===== src/rtl/mvb_item_serializer.sv =====
// rtl/mvb_item_serializer.sv - multi-region MVB word to one-item-per-cycle MVB serializer
// Optional TX_LAST/TX_REGION outputs are enabled by defining MVB_ITEM_SERIALIZER_LAST_EN.
module mvb_item_serializer #(
  parameter int REGIONS    = 4,
  parameter int ITEM_WIDTH = 8
) (
  input  logic                                         CLK,
  input  logic                                         RESET,
  input  logic [REGIONS*ITEM_WIDTH-1:0]                RX_DATA,
  input  logic [REGIONS-1:0]                           RX_VLD,
  input  logic                                         RX_SRC_RDY,
  output logic                                         RX_DST_RDY,
  output logic [ITEM_WIDTH-1:0]                        TX_DATA,
  output logic                                         TX_VLD,
  output logic                                         TX_SRC_RDY,
`ifdef MVB_ITEM_SERIALIZER_LAST_EN
  output logic                                         TX_LAST,
  output logic [((REGIONS > 1) ? $clog2(REGIONS) : 1)-1:0] TX_REGION,
`endif
  input  logic                                         TX_DST_RDY
);

  logic [REGIONS*ITEM_WIDTH-1:0] word_reg;
  logic [REGIONS-1:0]            pend_mask;
  logic [REGIONS-1:0]            sel_onehot;
  logic [ITEM_WIDTH-1:0]         sel_data;
  logic                          single_left;
  logic                          rx_fire;
  logic                          tx_fire;

`ifdef MVB_ITEM_SERIALIZER_LAST_EN
  localparam int SEL_W = (REGIONS > 1) ? $clog2(REGIONS) : 1;
  logic [SEL_W-1:0] sel;
`endif

  // Two's-complement trick isolates the lowest pending region.
  assign sel_onehot  = pend_mask & (~pend_mask + REGIONS'(1));
  assign single_left = (pend_mask != '0) && ((pend_mask & (pend_mask - REGIONS'(1))) == '0);

  assign TX_SRC_RDY = (pend_mask != '0);
  assign TX_VLD     = TX_SRC_RDY;
  assign RX_DST_RDY = (pend_mask == '0) || (single_left && TX_DST_RDY);

  assign rx_fire = RX_SRC_RDY && RX_DST_RDY;
  assign tx_fire = TX_SRC_RDY && TX_DST_RDY;

  always_comb begin
    sel_data = '0;
`ifdef MVB_ITEM_SERIALIZER_LAST_EN
    sel = '0;
`endif
    for (int i = REGIONS - 1; i >= 0; i--) begin
      if (pend_mask[i]) begin
        sel_data = word_reg[i*ITEM_WIDTH +: ITEM_WIDTH];
`ifdef MVB_ITEM_SERIALIZER_LAST_EN
        sel = SEL_W'(i);
`endif
      end
    end
  end

  assign TX_DATA = sel_data;

`ifdef MVB_ITEM_SERIALIZER_LAST_EN
  assign TX_LAST   = single_left;
  assign TX_REGION = sel;
`endif

  // A new word overwrites the mask even while its last item leaves, so there is no bubble.
  always_ff @(posedge CLK or posedge RESET) begin
    if (RESET) begin
      pend_mask <= '0;
    end else if (rx_fire) begin
      pend_mask <= RX_VLD;
    end else if (tx_fire) begin
      pend_mask <= pend_mask & ~sel_onehot;
    end
  end

  always_ff @(posedge CLK) begin
    if (rx_fire) begin
      word_reg <= RX_DATA;
    end
  end

endmodule


===== config.mk =====
export PLATFORM = sky130hd
export DESIGN_NAME = mvb_item_serializer
export DESIGN_NICKNAME = d
export VERILOG_FILES = /design/src/rtl/mvb_item_serializer.sv
export SDC_FILE = /design/constraint.sdc
export NUM_CORES = 1
export LEC_CHECK = 0
export ABC_AREA = 1
export CAP_MARGIN = 10
export CORE_ASPECT_RATIO = 0.9
export CORE_MARGIN = 5
export CORE_UTILIZATION = 40
export CTS_CLUSTER_SIZE = 25
export DETAILED_ROUTE_END_ITERATION = 12
export GPL_ROUTABILITY_DRIVEN = 0
export MAX_ROUTING_LAYER = met4
export PLACE_DENSITY_LB_ADDON = 0.2
export SYNTH_ARGS = -nofsm -noshare
export SYNTH_HDL_FRONTEND = slang
export SYNTH_SLANG_ARGS = --single-unit
export TNS_END_PERCENT = 1

===== constraint.sdc =====
create_clock -name CLK -period 1.8 [get_ports CLK]
set_input_delay 0.18 -clock CLK [delete_from_list [all_inputs] [get_ports CLK]]
set_output_delay 0.18 -clock CLK [all_outputs]
set_load 0.05 [all_outputs]

# == Word level (Yosys, flattened, before mapping) ==
# Cells that the tools add are included.
# word_totals
inputBits,40
register_bits,36
word_cells,24
output_inout_bits,11
# op_classes
n_mux,6
reduce_logical,9
n_bitwise,5
add_sub_neg,2
# op_table
operator,n
two-way mux 8 bit,4
AND 4 bit,3
logical NOT 4 bit,2
two-way mux 4 bit,2
inverter 4 bit,2
"adder 4 x 1 -> 4 bit, second input constant",1
logical AND 1 bit,4
nonzero test 4 bit,1
"subtractor 4 x 1 -> 4 bit, second input constant",1
nonzero test 2 bit,1
logical OR 1 bit,1

# == Depth between registers and ports, before layout ==
# Gate-level depths: netlist of the first run.
# logic_depth
word_depth,8
depth_mapped,10
ltp_nobuf,9

# == Worst setup path before layout of the first run ==
# Ideal clock, no wire load.
# synth_timing
path_type,register -> output
startpoint,reg pend_mask[3]
endpoint,out TX_DATA[0]
required_time_ns,1.620
setup_slack_ns,-0.291
t_arrival_ns,1.911
stages_incl_launch_ff,6
path_buffers,1
path_cell_list,dfrtp_1 > clkbuf_1 > nand3_1 > nand2_1 > o21ai_0 > o21ai_0
# synth_between
elab_chain_len,4
# synth_rtl
element,line_no,rtl
start: declaration,24,logic [REGIONS-1:0] pend_mask;
start signal: assignment,76,pend_mask <= pend_mask & ~sel_onehot;
two-way mux 8 bit (4 in a row),53,if (pend_mask[i]) begin
end: declaration,13,"output logic [ITEM_WIDTH-1:0] TX_DATA,"
# No other way between the ends.

# == Worst setup path after layout of the first run ==
# layout_timing
startpoint,reg pend_mask[1]
endpoint,out TX_DATA[6]
# layout_between
elab_chain_len,2
# layout_rtl
element,line_no
two-way mux 8 bit (2 in a row),53
# No other way between the ends.

==> summary.md, run 1 <==
| Metric | Value |
|---|---|
| Outcome | finished clean |
| Worst Path Required | about 1.6 ns |
| WL final | approximately 3.2 mm |
| DP Worst Slack | ~0.098 ns |
| Leakage Power | between 0.0008 and 0.0009 µW |
| WP data arrival | ~1.5 ns |
| Worst Setup End Kind | output pin |
| Fmax | slightly below 600 MHz |
| Endpoints failing hold | 0 |
| Vias | between 1000 and 1500 |
| Worst path depth | 6 |
| Final TNS setup | 0 ns |
| Clock buffer count from CTS | 5 |
| Chip height | 68.5 µm |
| R2R Setup Slk | roughly 0.15 ns |
| Area post-placement | 2200 µm² |
| Critical R2R Launch | pend_mask[1]$_DFFE_PP0P_ |
| Final Max Slew Viols | 0 |
| Buffer and inverter count on the worst path | 2 |
| Initial antenna violation count | 0 |
| Relative slew slack | between 80% and 90% |
| Setup violators final | 0 |
| Post-CTS Setup Repair Bufs | 0 |
| H-tree depth | 2 |
| ANT nets after route | 0 |
| Number of remaining DRC errors | 0 |
| Vias per inst | ~4.8 |
| Root Driver | clkbuf_8 |
| PwrDens | a little over 2000 nW/µm² |
| Max clock buf depth | 2 |
| # rows | 21 |
| Kind of critical path | register to output pin |
| Maximum vdd drop | approximately 1100 µV |
| Worst Path Max Fanout | 8 |
| Crit-path max cell delay | ~0.45 ns |
| Post-Syn Instances | about 130 |
| RSZ-0062 raised after global routing | yes |
| Flops & latches, synth | 36 |
| Most common cell after layout, fill and taps aside | clkdlybuf4s50_1 |
| Slowest-stage cell, CP | dfrtp_2 |
| Synthesized cell area | between 1500 and 2000 µm² |
| # IOs | between 50 and 60 |
| Most frequent cells in the layout | clkdlybuf4s50_1, nand2_1, edfxtp_1 |
| Part of the Yosys area used for sequential elements | between 60% and 70% |
| Layout Utilization | 61.5% |
| DRT iter0 DRCs | just over 90 |
| CTS tree | yes |
| CP Launch Type | register |
| Max-Cap Viols | 0 |
| Area added between synthesis and finish | 50.0% |
| Fill count | 289 |
| R2R Path End | word_reg[28]$_DFFE_PP_ |
| First-pass DRT Iterations | 5 |
| Cts hold-fix bufs | 0 |
| Largest delay share family, worst path | flip-flops |
| Post-synth cell types | 20 |
| Die width | around 75 µm |
| Post-synth net total | 169 |
| Total GRT Usage | between 10 and 15% |
| Starting Density | between 40 and 50% |
| First-pass GRT wire length | ~5.0 mm |
| Fraction of layout cells with a size suffix above 1 | 18.3% |
| Final instance area | about 2300 µm² |
| FF-to-FF path depth | 7 |
| Final HPWL DP | ~2.5 mm |
| Clock Sinks | 36 |
| Crit path time final | 1.69 ns |
| Max FFs per register | 32 |
| Final net count | about 230 |
| Worst skew pair latency | approximately 0.28 ns |
| Avg Cell Area, Syn | 11.8 µm² |
| PortBufs | 50 |
| Final setup margin | between 0.1 and 0.15 ns |
| Total gr overflow | 0 |
| Final worst-path cycle share | a little over nine tenths |
| Post-DR wirelength/cell | 13.9 µm |
| Antenna Cells | 0 |
| Core area | 3700 µm² |
| CTS clk-pin slew, worst paths | 0.06 ns |
| Actual slew at the worst max-slew pin | 0.283 ns |
| # resized after CTS | 7 |
| CP Cell Sequence | buf_4 -> a21oi_1 -> nand2_1 -> o21ai_0 -> o21ai_1 -> buf_12 |
| Vias in the first global route | around 1200 |
| Hold Crit Class | input port to async pin |
| Final setup skew | 0.00586 ns |
| Die area | 5140 µm² |
| Ys Warns | 0 |
| Largest net degree at the start of global routing | 34 |
==> power by group <==
group | internal, µW | switching [µW]
logic | 1250 | 1650
registers | 1180 | 125
clock network | 271 | 253
total | 2700 | 2030
==> per-layer routing <==
layer	track usage (%)	part of all wire, %	up-vias
met5	-	0	-
met4	7.78	0.83	0
met3	3.08	6.2	4
met2	22.0	52	38
met1	16.6	41	522
li1	-	-	557
==> logic make-up (layout without fill, tap and decap cells) <==
| group | count (synthesis) | in the layout | synth area share, % |
|---|---|---|---|
| AND/OR/NAND/NOR | 52 | 52 | 15.5 |
| flip-flops | 36 | 36 | 69.8 |
| AO/OA/AOI/OAI | 26 | 26 | 9.55 |
| buffers and inverters | 15 | 72 | 5.19 |
==> worst register-to-register path, cell delays in order (launching register included) <==
cell     delay [ns]
dfrtp_2        0.47
nor2_4         0.11
nand2_2        0.06
or2_4          0.24
nand2_4        0.10
nand2_1        0.09
inv_2          0.08
buf_12         0.19
==> cell type report <==
cell class | instances | area, µm² | share of cell area [%]
clock inverter | 1 | 5.00 | 0.220
sequential | 36 | 1060 | 46.7
clock buffer | 7 | 76.3 | 3.35
tap | 46 | 57.6 | 2.52
multi-input combinational | 78 | 380 | 16.7
timing repair buffer | 55 | 661 | 29.0
inverter | 9 | 36.3 | 1.59
==> metrics by stage <==
stage | power [µW] | std cells | hold slack, ns
final | 4740 | 232 | 0.0937
after global routing | 5000 | 232 | 0.113
after CTS | 4790 | 232 | 0.0933
after detailed placement | 4230 | 224 | 0.389
after global placement | 4190 | 224 | 0.383
after floorplan | 2900 | 129 | -0.0539
==> how the worst max path moves through the flow <==
stage	from	end
2_1_floorplan	pend_mask[3]$_DFFE_PP0P_	TX_DATA[1]
3_3_place_gp	TX_DST_RDY	word_reg[0]$_DFFE_PP_
3_5_place_dp	TX_DST_RDY	word_reg[6]$_DFFE_PP_
4_1_cts	pend_mask[1]$_DFFE_PP0P_	TX_DATA[3]
5_1_grt	pend_mask[1]$_DFFE_PP0P_	TX_DATA[0]
6_report	pend_mask[1]$_DFFE_PP0P_	TX_DATA[6]
==> Yosys cell counts <==
cell type,n,area (µm²)
a21oi_1,8,40.0
buf_2,1,5.00
buf_4,1,7.51
buf_6,2,22.5
clkbuf_1,2,7.51
dfrtp_1,4,100
edfxtp_1,32,961
inv_1,6,22.5
inv_2,2,7.51
inv_4,1,6.26
nand2_1,33,124
nand2_2,2,12.5
nand2_4,1,11.3
nand3_1,12,60.1
nor2_1,2,7.51
nor2_4,1,11.3
o21ai_0,16,80.1
o21ai_2,1,8.76
o21ai_4,1,16.3
or2_4,1,8.76
No activity file was read; power rests on OpenSTA's default activity.
==> run 2, diff against run 1 <==
CELL_PAD_IN_SITES_DETAIL_PLACEMENT = 0   (was default)
CELL_PAD_IN_SITES_GLOBAL_PLACEMENT = 1   (was default)
CORE_MARGIN = default   (was 5)
CORE_UTILIZATION = 31   (was 40)
==> summary.md, run 2 (same netlist as run 1, synthesis figures left out) <==
| Metric | Value |
|---|---|
| Number of instances in the placed design | around 240 |
| Post-DR wirelength/cell | 12.5 µm |
| Number of remaining DRC errors | 0 |
| Most frequent cells in the layout | clkdlybuf4s50_1, nand2_1, edfxtp_1 |
| Busiest grt layer | met2 |
| Area of the multi-input gates | about 380 µm² |
| Worst Path Required | about 1.6 ns |
| H-tree depth | 2 |
| Final HPWL DP | roughly 2.4 mm |
| Actual slew at the worst max-slew pin | 0.341 ns |
| Kind of critical path | register to output pin |
| R2R Path End | word_reg[16]$_DFFE_PP_ |
| Buffer and inverter count on the worst path | 2 |
| PwrDens | just over 2000 nW/µm² |
| CP Cell Sequence | buf_4 -> a21oi_1 -> nand2_1 -> o21ai_0 -> o21ai_0 -> buf_12 |
| Final setup skew | between 0.006 and 0.007 ns |
| Vias | 1097 |
| Max FFs per register | 32 |
| Worst skew pair latency | roughly 0.28 ns |
| DRT iter0 DRCs | 43 |
| Crit-path max cell delay | just under 0.4 ns |
| Total gr overflow | 0 |
| Die area | approximately 5200 µm² |
| Worst path depth | 6 |
| CTS tree | yes |
| Worst Setup End Kind | output pin |
| Leakage Power | just over 0.0009 µW |
| Hold Crit Class | input port to async pin |
| Met1 usage | between 10% and 20% |
| Root Driver | clkbuf_8 |
| Final Max Slew Viols | 0 |
| First-pass DRT Iterations | 4 |
| Slowest-stage cell, CP | dfrtp_1 |
| CP Launch Type | register |
| Max-Cap Viols | 0 |
| Max clock buf depth | 2 |
| R2R Setup Slk | ~0.16 ns |
| Largest delay share family, worst path | compound AO/OA/AOI/OAI gates |
| Relative slew slack | between 70% and 80% |
| Setup violators final | 0 |
| WL final | around 3.1 mm |
| PortBufs | 50 |
| Met2 track demand over resource | around a fifth |
| Filler-free cell count of the finished design | 251 |
| Vias in the first global route | approximately 1100 |
| DP Worst Slack | about 0.11 ns |
| Final worst-path cycle share | 95.7% |
| Endpoints failing hold | 0 |
| Area added between synthesis and finish | 53.9% |
| Layout Utilization | about half |
| FF-to-FF path depth | 7 |
| Initial antenna violation count | 0 |
| Pwr Total | between 4000 and 5000 µW |
| # IOs | 51 |
| # rows | 23 |
| Largest net degree at the start of global routing | 18 |
| Maximum vdd drop | 943 µV |
| Fmax | 581 MHz |
| Fraction of layout cells with a size suffix above 1 | roughly a fifth |
| Chip height | about 68 µm |
| Met3 Use GR | slightly below 4% |
| Core area | 4580 µm² |
| Fill count | between 300 and 400 |
| Crit path time final | 1.72 ns |
| Die width | ~76 µm |
| Starting Density | around 33% |
| CTS clk-pin slew, worst paths | around 0.060 ns |
| Most common cell after layout, fill and taps aside | clkdlybuf4s50_1 |
| Total GRT Usage | approximately 14% |
| Critical R2R Launch | pend_mask[1]$_DFFE_PP0P_ |
| Final setup margin | ~0.08 ns |
| Most Frequent Cell on Critical Path | o21ai_0 |
| Cts hold-fix bufs | 0 |
| Final net count | ~230 |
| WP data arrival | 1.54 ns |
| Outcome | finished clean |
| Clock buffer count from CTS | 5 |
| Vias per inst | about 4.4 |
| FF/Latch Area | approximately 1100 µm² |
| Clock Sinks | 36 |
| ANT nets after route | 0 |
| RSZ-0062 raised after global routing | yes |
| Worst Path Max Fanout | 9 |
| Antenna Cells | 0 |
| First-pass GRT wire length | ~4.8 mm |
run 2: cell count changes in the layout (fill, tap and decap cells not counted), sizes merged:
cell and change:
buf +3, clkbuf -2, clkinv +2, clkinvlp +1, inv -1
run 2: through the flow:
stage | setup TNS [ns] | instance area, µm² | hold slack [ns]
global route | -0.0737 | 2340 | 0.0945
detailed placement | 0 | 2240 | 0.383
CTS | 0 | 2330 | 0.0781
global placement | 0 | 2240 | 0.381
floorplan | -9.47 | 1520 | -0.0539
finish | 0 | 2340 | 0.0821
run 2: power by group:
group          switching [µW]  internal, µW  leakage (µW)
logic                    1660          1330      0.000514
registers                 129          1180      0.000352
clock network             273           262     0.0000453
total                    2070          2770      0.000911
run 2: final cells by class:
type / instances / share of cell area [%]
clock buffer: 5 / 2.94
sequential: 36 / 45.5
clock inverter: 3 / 0.588
timing repair buffer: 58 / 29.7
multi-input combinational: 78 / 16.3
inverter: 9 / 1.71
tap: 62 / 3.32
run 2: how the worst max path moves through the flow:
stage,startpoint,to,slack [ns]
detailed placement,TX_DST_RDY,word_reg[5]$_DFFE_PP_,0.11
CTS,pend_mask[1]$_DFFE_PP0P_,TX_DATA[4],0.02
floorplan,pend_mask[3]$_DFFE_PP0P_,TX_DATA[1],-0.29
global placement,TX_DST_RDY,word_reg[18]$_DFFE_PP_,0.13
global route,pend_mask[1]$_DFFE_PP0P_,TX_DATA[6],-0.02
finish,pend_mask[2]$_DFFE_PP0P_,TX_DATA[4],0.08
run 2: worst register-to-register path: stages, from the launching register on:
cell and delay [ns]:
dfrtp_2 0.47, nor2_4 0.12, nand2_2 0.05, or2_4 0.24
nand2_4 0.10, nand2_1 0.08, inv_2 0.12, buf_12 0.16
run 2: timing repair:
action / CTS / global route
resized for setup: 5 / 4
setup endpoints to repair: 7 / 8
buffers inserted: 0 / 1
run 2: routing by layer:
layer	share of wire [%]	routed length, µm	up-vias
li1	-	-	561
met1	46	1430	497
met2	49	1520	33
met3	5.1	160	6
met4	0.51	16	0
met5	0	0	-
==> run 3, diff against run 2 <==
CELL_PAD_IN_SITES_DETAIL_PLACEMENT = 2   (was 0)
CELL_PAD_IN_SITES_GLOBAL_PLACEMENT = 2   (was 1)
CORE_UTILIZATION = 25   (was 31)
==> summary.md, run 3 (same netlist as run 1, synthesis figures left out) <==
| Metric | Value |
|---|---|
| Outcome | complete, but fails checks |
| Total gr overflow | 0 |
| First-pass GRT wire length | ~6.3 mm |
| Final TNS setup | 0 ns |
| Max clock buf depth | 2 |
| # resized after CTS | 10 |
| Worst Path Required | between 1.5 and 2 ns |
| Starting Density | a little over a quarter |
| Number of remaining DRC errors | 10 |
| Initial antenna violation count | 0 |
| WL final | just under 4 mm |
| Cts hold-fix bufs | 0 |
| Antenna Cells | 0 |
| Worst Setup End Kind | output pin |
| Relative slew slack | 81.2% |
| Final instance area | around 2300 µm² |
| Clock buffer count from CTS | 5 |
| CP Cell Sequence | buf_4 -> a21oi_1 -> nand2_1 -> o21ai_0 -> o21ai_2 -> buf_12 |
| Die width | 84.2 µm |
| Final worst-path cycle share | a little over nine tenths |
| Core area | 5760 µm² |
| Area post-placement | ~2200 µm² |
| DRT iter0 DRCs | ~60 |
| Kind of critical path | register to output pin |
| Failing checks | DRC |
| RSZ-0062 raised after global routing | yes |
| Leakage Power | approximately 0.00090 µW |
| Endpoints failing hold | 0 |
| # rows | 26 |
| Crit path time final | 1.74 ns |
| Vias per inst | about 4.4 |
| Post-CTS Setup Repair Bufs | 0 |
| WP data arrival | ~1.6 ns |
| Crit-path max cell delay | 0.45 ns |
| Actual slew at the worst max-slew pin | approximately 0.28 ns |
| Root Driver | clkbuf_8 |
| Clock Sinks | 36 |
| Slowest-stage cell, CP | dfrtp_2 |
| Fraction of layout cells with a size suffix above 1 | between 10% and 20% |
| Max FFs per register | 32 |
| # IOs | 51 |
| Chip height | between 70 and 80 µm |
| CP Launch Type | register |
| Maximum vdd drop | just over 500 µV |
| H-tree depth | 2 |
| Vias in the first global route | 1216 |
| Most common cell after layout, fill and taps aside | clkdlybuf4s50_1 |
| CTS clk-pin slew, worst paths | about 0.070 ns |
| First-pass DRT Iterations | 8 |
| Post-DR wirelength/cell | about 15 µm |
| Area added between synthesis and finish | 53.7% |
| ANT nets after route | 0 |
| Vias | about 1100 |
| Total GRT Usage | a little over an eighth |
| Worst Path Max Fanout | 8 |
| Hold Crit Class | input port to async pin |
| Setup violators final | 0 |
| Worst skew pair latency | 0.28 ns |
| CTS tree | yes |
| Final setup skew | between 0.006 and 0.007 ns |
| Max-Cap Viols | 0 |
| Most frequent cells in the layout | clkdlybuf4s50_1, nand2_1, edfxtp_1 |
| Final HPWL DP | 2.99 mm |
| PwrDens | around 2100 nW/µm² |
| PortBufs | 50 |
| Fmax | between 500 and 600 MHz |
| Final Max Slew Viols | 0 |
| Die area | between 6000 and 7000 µm² |
| Final net count | ~230 |
| Largest net degree at the start of global routing | 18 |
[run 3: changes by cell type in the layout (fill, tap and decap cells not counted)]
cell        delta
clkinvlp_4     -1
buf_4          -2
clkinv_1       +1
o21ai_2        +3
o21ai_1        -2
o21ai_0        -1
inv_1          +1
clkinv_2       -2
[run 3: worst max-delay path: cells and delay by family (launching register included)]
family / cells / cell delay [ns]
buf+inv: 2 / 0.34
compound gates: 3 / 0.40
flops: 1 / 0.45
simple gates: 1 / 0.10
[run 3: layout make-up]
type	instances	area [µm²]
fill	579	3420
clock inverter	2	7.51
clock buffer	5	68.8
tap	70	87.6
multi-input combinational	78	392
inverter	9	36.3
timing repair buffer	56	681
sequential	36	1060
[run 3: routing by layer]
layer / GRT usage [%] / wire length, µm
met1: 17.3 / 1770
met2: 20.3 / 1810
met3: 4.12 / 212
met4: 5.17 / 48
met5: - / 0
[run 3: path summary, 6_finish.rpt]
check / cells past startpoint / endpoint / startpoint / slack, ns
setup / recovery: 6 / TX_DATA[0] / pend_mask[1]$_DFFE_PP0P_ / 0.06
hold / removal: 2 / pend_mask[2]$_DFFE_PP0P_ / RESET / 0.09
setup reg to reg: 7 / word_reg[5]$_DFFE_PP_ / pend_mask[0]$_DFFE_PP0P_ / 0.16
hold reg to reg: 2 / pend_mask[1]$_DFFE_PP0P_ / pend_mask[1]$_DFFE_PP0P_ / 0.60
max in group asynchronous: 2 / pend_mask[1]$_DFFE_PP0P_ / RESET / 1.53
min in group CLK: 1 / word_reg[18]$_DFFE_PP_ / RX_DATA[18] / 0.45
[run 3: power by group]
group | total, µW | internal (µW) | leakage, µW | switching, µW
clock network | 519 | 255 | 0.0000391 | 264
logic | 3050 | 1300 | 0.000510 | 1750
registers | 1300 | 1180 | 0.000352 | 117
total | 4870 | 2740 | 0.000901 | 2130
[run 3: stage by stage]
| step | utilization [%] | setup WS, ns | std cells | total power (µW) | hold slack (ns) |
|---|---|---|---|---|---|
| after floorplan | - | -0.291 | 129 | 2900 | -0.0539 |
| after global placement | 39.0 | 0.138 | 249 | 4270 | 0.395 |
| after detailed placement | 39.0 | 0.0611 | 249 | 4330 | 0.392 |
| after CTS | 40.4 | 0.0300 | 256 | 4920 | 0.0856 |
| after global routing | 40.6 | -0.0177 | 256 | 5140 | 0.0904 |
| final | 40.6 | 0.0577 | 256 | 4870 | 0.0883 |
